[src/rtl/fxp_square_seq_pkg.sv]
// ---------------------------------------------------------------------------
// fxp_square_seq_pkg
// Shared definitions for the sequential fixed-point squarer:
//   - state_t        : FSM state encoding (IDLE / MUL / NORM / DONE)
//   - rs_t           : result of the round-and-saturate helper
//   - fxp_round_sat  : rescale an unsigned value by a binary shift, optionally
//                      rounding half-up, and saturate it to a signed output
//                      width (the value is known to be non-negative).
// ---------------------------------------------------------------------------
package fxp_square_seq_pkg;

  typedef enum logic [1:0] {
    ST_IDLE = 2'd0,
    ST_MUL  = 2'd1,
    ST_NORM = 2'd2,
    ST_DONE = 2'd3
  } state_t;

  // Widest unsigned value the helper accepts; callers zero-extend into it.
  localparam int RS_W = 64;

  typedef struct packed {
    logic [RS_W-1:0] value;
    logic            ovf;
  } rs_t;

  // shamt > 0 : shift right by shamt (round half-up on the discarded MSB when
  //             round_en is set).
  // shamt <= 0: shift left by -shamt, zero fill.
  // ow        : signed output width; the largest legal result is 2^(ow-1)-1.
  // The working value carries one guard bit above RS_W so a rounding carry
  // can never wrap.
  function automatic rs_t fxp_round_sat(input logic [RS_W-1:0] val,
                                        input int              shamt,
                                        input bit              round_en,
                                        input int              ow);
    rs_t           r;
    logic [RS_W:0] v;
    logic [RS_W:0] max_pos;
    logic          lost;
    r       = '0;
    lost    = 1'b0;
    max_pos = ((RS_W+1)'(1) << (ow - 1)) - (RS_W+1)'(1);
    if (shamt > 0) begin
      v = {1'b0, val} >> shamt;
      if (round_en) begin
        v = v + {{RS_W{1'b0}}, val[shamt-1]};
      end
    end else begin
      v    = {1'b0, val} << (-shamt);
      // Any bit pushed past the guard bit means the value is out of range.
      lost = (({1'b0, val} >> (RS_W + 1 + shamt)) != '0);
    end
    if (lost || (v > max_pos)) begin
      r.value = max_pos[RS_W-1:0];
      r.ovf   = 1'b1;
    end else begin
      r.value = v[RS_W-1:0];
      r.ovf   = 1'b0;
    end
    return r;
  endfunction

endpackage

[src/rtl/fxp_shiftadd_mul_core.sv]
// ---------------------------------------------------------------------------
// fxp_shiftadd_mul_core
// Iterative shift-add squarer core: computes mag*mag over W cycles, one
// multiplier bit per cycle.
// Ports:
//   clk      rising-edge clock
//   rst      synchronous active-high reset
//   start    load mag, clear product and bit counter
//   mag      W-bit unsigned operand
//   done     one-cycle pulse: product is complete
//   product  2W-bit unsigned square (held until the next start)
// ---------------------------------------------------------------------------
module fxp_shiftadd_mul_core #(
  parameter int W = 18
) (
  input  logic           clk,
  input  logic           rst,
  input  logic           start,
  input  logic [W-1:0]   mag,
  output logic           done,
  output logic [2*W-1:0] product
);

  localparam int             CW   = (W > 1) ? $clog2(W) : 1;
  localparam logic [CW-1:0]  LAST = CW'(W - 1);

  logic [W-1:0]  mag_q;
  logic [CW-1:0] cnt;
  logic          busy;

  // NOTE: state registers use non-blocking assignments so every register
  // samples pre-edge values; blocking here would chain updates within one edge.
  always_ff @(posedge clk) begin
    if (rst) begin
      mag_q   <= '0;
      cnt     <= '0;
      busy    <= 1'b0;
      done    <= 1'b0;
      product <= '0;
    end else begin
      done <= 1'b0;
      if (start) begin
        mag_q   <= mag;
        product <= '0;
        cnt     <= '0;
        busy    <= 1'b1;
      end else if (busy) begin
        // (2^W-1)^2 < 2^(2W), so the 2W-bit sum never wraps.
        if (mag_q[cnt]) begin
          product <= product + ({{W{1'b0}}, mag_q} << cnt);
        end
        if (cnt == LAST) begin
          busy <= 1'b0;
          done <= 1'b1;
        end else begin
          cnt <= cnt + 1'b1;
        end
      end
    end
  end

endmodule

[src/rtl/fxp_square_seq.sv]
// ---------------------------------------------------------------------------
// fxp_square_seq
// Sequential fixed-point squarer: signed WII.WIF in, signed WOI.WOF out
// (always >= 0), with optional half-up rounding, saturation and an overflow
// flag. valid/ready handshake on both sides, one operation in flight.
// Ports:
//   clk       rising-edge clock
//   rst       synchronous active-high reset
//   i_valid   operand valid
//   i_ready   block can accept an operand (IDLE only)
//   in        WII+WIF signed operand
//   o_valid   result valid (DONE)
//   o_ready   downstream accepts the result
//   out       WOI+WOF signed result, held until the next result or reset
//   overflow  result was saturated; qualified by o_valid
// ---------------------------------------------------------------------------
module fxp_square_seq
  import fxp_square_seq_pkg::*;
#(
  parameter int WII   = 6,
  parameter int WIF   = 12,
  parameter int WOI   = 10,
  parameter int WOF   = 10,
  parameter int ROUND = 1
) (
  input  logic                 clk,
  input  logic                 rst,
  input  logic                 i_valid,
  output logic                 i_ready,
  input  logic [WII+WIF-1:0]   in,
  output logic                 o_valid,
  input  logic                 o_ready,
  output logic [WOI+WOF-1:0]   out,
  output logic                 overflow
);

  localparam int W     = WII + WIF;
  localparam int WO    = WOI + WOF;
  // Product carries 2*WIF fraction bits; positive means shift right.
  localparam int SHAMT = 2*WIF - WOF;

  state_t          state, next_state;
  logic            accept;
  logic [W-1:0]    mag;
  logic            core_done;
  logic [2*W-1:0]  product;
  logic [WO-1:0]   norm_val;
  logic            norm_ovf;

  assign accept  = i_valid && i_ready;
  assign o_valid = (state == ST_DONE);

  // |in| as W-bit unsigned; the most negative input maps to 2^(W-1).
  assign mag = in[W-1] ? (~in + 1'b1) : in;

  fxp_shiftadd_mul_core #(.W(W)) u_core (
    .clk     (clk),
    .rst     (rst),
    .start   (accept),
    .mag     (mag),
    .done    (core_done),
    .product (product)
  );

  always_comb begin
    rs_t rs;
    rs       = fxp_round_sat(RS_W'(product), SHAMT, (ROUND != 0), WO);
    norm_val = rs.value[WO-1:0];
    norm_ovf = rs.ovf;
  end

  // NOTE: next_state gets a default before the case so no path leaves it
  // unassigned, which would infer a latch.
  always_comb begin
    next_state = state;
    case (state)
      ST_IDLE: if (accept)    next_state = ST_MUL;
      ST_MUL:  if (core_done) next_state = ST_NORM;
      ST_NORM:                next_state = ST_DONE;
      ST_DONE: if (o_ready)   next_state = ST_IDLE;
      default:                next_state = ST_IDLE;
    endcase
  end

  always_ff @(posedge clk) begin
    if (rst) begin
      state    <= ST_IDLE;
      i_ready  <= 1'b0;
      out      <= '0;
      overflow <= 1'b0;
    end else begin
      state   <= next_state;
      // Registered so it stays low through the reset cycle itself.
      i_ready <= (next_state == ST_IDLE);
      if (state == ST_NORM) begin
        out      <= norm_val;
        overflow <= norm_ovf;
      end
    end
  end

endmodule

[config.mk]
export PLATFORM = sky130hd
export DESIGN_NAME = fxp_square_seq
export DESIGN_NICKNAME = d
export VERILOG_FILES = /design/src/rtl/fxp_square_seq_pkg.sv /design/src/rtl/fxp_shiftadd_mul_core.sv /design/src/rtl/fxp_square_seq.sv
export SDC_FILE = /design/constraint.sdc
export NUM_CORES = 1
export LEC_CHECK = 0
export ABC_AREA = 1
export BUFFER_PORTS_ARGS = -buffer_cell sky130_fd_sc_hd__buf_2
export CORE_ASPECT_RATIO = 1.25
export CORE_MARGIN = 2
export CORE_UTILIZATION = 50
export CTS_CLUSTER_SIZE = 28
export DETAILED_ROUTE_END_ITERATION = 16
export GPL_TIMING_DRIVEN = 0
export PLACE_DENSITY = 0.72
export SKIP_LAST_GASP = 1
export SLEW_MARGIN = 20
export SYNTH_ARGS = -nofsm -noshare
export SYNTH_HDL_FRONTEND = slang
export SYNTH_SLANG_ARGS = --single-unit
[constraint.sdc]
create_clock -name clk -period 2.6 [get_ports clk]
set_input_delay 0.26 -clock clk [delete_from_list [all_inputs] [get_ports clk]]
set_output_delay 0.26 -clock clk [all_outputs]
set_load 0.05 [all_outputs]
==> impl_metrics.env <==
export IMPL_grt_usage=0.326
export IMPL_grt_pass1_wl_um=42100
export IMPL_worst_slew_pin_slew_ns=0.719
export IMPL_violations="negative setup slack"
export IMPL_yosysTopAreaCellShare=0.220
export IMPL_cts_tree="yes"
export IMPL_rr_worst_depth=19
export IMPL_num_rows=50
export IMPL_die_y_um=143
export IMPL_start_kind="register"
export IMPL_hold_buffers=0
export IMPL_final_nets=1546
export IMPL_synthTopCellsByCount="nand2_1 (403), nor2_1 (229), inv_1 (156)"
export IMPL_yosysWarnings=0
export IMPL_wl_um=27900
export IMPL_synth_edff_count=0
export IMPL_fin_ws_ns=-0.536
export IMPL_gp_congestion=1.07
export IMPL_drcViolationCount=0
export IMPL_drive_gt1_frac=0.306
export IMPL_antenna_found_initial=0
export IMPL_rsz0062_at_grt="true"
export IMPL_seqCellArea_mm2=0.00171
export IMPL_dpl_cell_count=1617
export IMPL_syn2layout_area_growth_pct=37.4
export IMPL_whs_path_depth=3
export IMPL_wire_per_inst_um=16.4
export IMPL_path_max_fanout=6
export IMPL_postRouteAntennaNets=0
export IMPL_final_setup_viol_count=26
export IMPL_ir_worst_vdd_mv=0.301
export IMPL_multi_input_area_mm2=0.00664
export IMPL_synth_top_area_cell="dfxtp_1"
export IMPL_synthCells=1366
export IMPL_skew_ns=0.00533
export IMPL_synth_distinct_cells=45
export IMPL_status="complete, but fails checks"
export IMPL_leakage_uw=0.00504
export IMPL_synth_main_ff_cell="dfxtp_1"
export IMPL_synth_area_mm2=0.00773
export IMPL_reg2reg_from="u_core.cnt[0]$_SDFFE_PP0P_"
export IMPL_clkTransAtPathRegs_ns=0.07
export IMPL_slowest_stage="dfxtp_4"
export IMPL_cts_sinks=85
export IMPL_crit_buf_inv=4
export IMPL_worstHoldStart="in[0]"
export IMPL_slew_violations=0
export IMPL_dr_pass1_iters=5
export IMPL_via_per_inst=5.52
export IMPL_dpl_hpwl_um=20500
export IMPL_critPathTopFamily="simple AND/OR/NAND/NOR gates"
export IMPL_regToRegSetupSlack_ns=-0.54
export IMPL_ys_async_sr_fraction=0
export IMPL_die_area_mm2=0.0165
export IMPL_ys_seq_area_frac=0.220
export IMPL_synth_most_common_cell="nand2_1"
export IMPL_min_period_ns=3.14
export IMPL_slew_headroom=0.520
export IMPL_num_vias=9365
export IMPL_critPathKind="register to register"
export IMPL_path_cells="buf_8 -> buf_8 -> o21a_1 -> nand2_1 -> o21ai_2 -> o21ai_2 -> mux2i_2 -> o22ai_2 -> ha_4 -> nand2_4 -> inv_6 -> nand2_2 -> nor2_4 -> nand4_1 -> nand3_2 -> buf_4 -> xor2_1 -> nor2_1 -> nor2_1"
export IMPL_arrival_ns=3.44
export IMPL_hold_end="u_core.mag_q[0]$_SDFFE_PP0P_"
export IMPL_syn_avg_cell_area_um2=5.66
export IMPL_r2r_end="u_core.product[19]$_SDFFE_PP0P_"
export IMPL_drv_cap=0
export IMPL_syn_num_nets=1429
export IMPL_start_util=0.513
export IMPL_fin_cells=1696
export IMPL_cts_buffer_depth=2
export IMPL_critPathRequiredTime_ns=2.91
export IMPL_grt_pass1_vias=8713
export IMPL_drt_initial_drc_count=563
export IMPL_globalRouteOverflowTotal=0
export IMPL_core_mm2=0.0151
export IMPL_pin_count=45
export IMPL_cts_root_buf="clkbuf_16"
export IMPL_crit_path_end_kind="register"
export IMPL_grt_max_degree=16
export IMPL_ys_seq_elements=85
export IMPL_cts_buffers=9
export IMPL_clock_latency_ns=0.37
export IMPL_fmax_mhz=319
export IMPL_yosys_top_cells_area="dfxtp_1 (22%), nand2_1 (20%), nor2_1 (11%)"
export IMPL_startpoint="u_core.cnt[0]$_SDFFE_PP0P_"
export IMPL_dpl_cell_area_mm2=0.00826
export IMPL_power_per_cell_area_mw_per_mm2=530
export IMPL_n_antenna_cell=0
export IMPL_die_w_um=115
export IMPL_fin_crit_sh=1.21
export IMPL_slowest_delay_ns=0.42
export IMPL_hold_violations=0
export IMPL_hold_class="input port to register"
export IMPL_cts_htree_levels=3
export IMPL_design_area_mm2=0.0106
export IMPL_fillers=1348
export IMPL_io_buffer_count=43
## worst min-delay path: stages
cell and delay (ns):
buf_2 0.07, inv_1 0.05, o21ai_0 0.14
## power breakdown
group,internal (uW),leakage [uW],switching (uW)
combinational,985,0.00419,1630
sequential,1460,0.000690,108
clock,838,0.000158,607
## state kept, by name (all words and copies together), names as in the netlist
register / cells
u_core.product: 36
out: 20
u_core.mag_q: 18
u_core.cnt: 5
state: 2
i_ready: 1
overflow: 1
u_core.busy: 1
u_core.done: 1
## layout make-up
cell class              count  area share
multi-input cells        1073       0.625
inverters                 164      0.0601
repair buffers            106      0.0695
flip-flops and latches     85       0.161
well taps                 208      0.0245
clock buffers              11      0.0249
plain buffers              44      0.0295
clock inverters             5     0.00601
## how the worst max path moves through the flow
stage | endpoint | slack, ns | cells after the start
5_1_grt | u_core.product[35]$_SDFFE_PP0P_ | -0.59 | 20
3_5_place_dp | u_core.product[34]$_SDFFE_PP0P_ | -1.20 | 19
4_1_cts | u_core.product[17]$_SDFFE_PP0P_ | -0.45 | 17
3_3_place_gp | u_core.product[34]$_SDFFE_PP0P_ | -1.35 | 19
6_report | u_core.product[19]$_SDFFE_PP0P_ | -0.54 | 19
2_1_floorplan | u_core.product[16]$_SDFFE_PP0P_ | -0.02 | 20
## through the flow
| step | TNS [ns] | hold WS (ns) | worst slack [ns] | total power (uW) | utilization |
|---|---|---|---|---|---|
| 2_1_floorplan | -0.0427 | 0.431 | -0.0210 | 2970 | - |
| 3_3_place_gp | -28.02 | 0.427 | -1.35 | 3430 | 0.548 |
| 3_5_place_dp | -25.76 | 0.427 | -1.20 | 3450 | 0.548 |
| 4_1_cts | -8.97 | 0.190 | -0.447 | 5230 | 0.625 |
| 5_1_grt | -12.81 | 0.241 | -0.593 | 5900 | 0.704 |
| 6_report | -9.60 | 0.191 | -0.536 | 5630 | 0.704 |
## kinds of logic (layout without fill, tap and decap cells)
kind of cell             Yosys count  in the layout  share of synthesized area
AND/OR/NAND/NOR                  798            798                      0.423
adder cells (fa/ha/maj)           41             41                     0.0674
AO/OA/AOI/OAI                    208            208                      0.149
XOR/XNOR                          23             23                     0.0261
multiplexers                       3              3                    0.00389
flip-flops                        85             85                      0.220
buffers and inverters            208            330                      0.110
## routing by layer
layer,wire [um],track usage
met1,10600,0.347
met2,14200,0.594
met3,1210,0.0450
met4,1850,0.212
met5,0,0
## placed cells by master (no fill, tap or decap), types with 7 or more instances in the layout
master | netlist | routed
buf_2 | 10 | 49
nand3_2 | 0 | 14
nand3_1 | 101 | 86
xor2_1 | 20 | 20
o21ai_2 | 1 | 26
ha_4 | 0 | 22
nand3b_1 | 7 | 7
a21oi_4 | 1 | 10
nand2_2 | 1 | 75
o21ai_1 | 3 | 15
a21oi_2 | 0 | 29
inv_2 | 5 | 17
o21ai_0 | 93 | 47
or2_2 | 13 | 10
dfxtp_1 | 85 | 83
nor2_2 | 1 | 20
buf_4 | 2 | 59
nand4_1 | 15 | 15
clkbuf_16 | 0 | 12
nor2_1 | 229 | 189
inv_1 | 156 | 141
nand2_1 | 403 | 320
nor2_4 | 1 | 22
buf_6 | 7 | 13
a21oi_1 | 74 | 36
nor3_1 | 22 | 14
ha_1 | 40 | 13
o21ai_4 | 0 | 9
nand2_4 | 0 | 8
clkbuf_1 | 23 | 15
## repair_timing
action,CTS,global route
cloned,0,2
setup endpoints to repair,32,34
pin swaps,39,96
resized for setup,180,227
setup buffers,30,31
No activity file was read; power rests on OpenSTA's default activity.
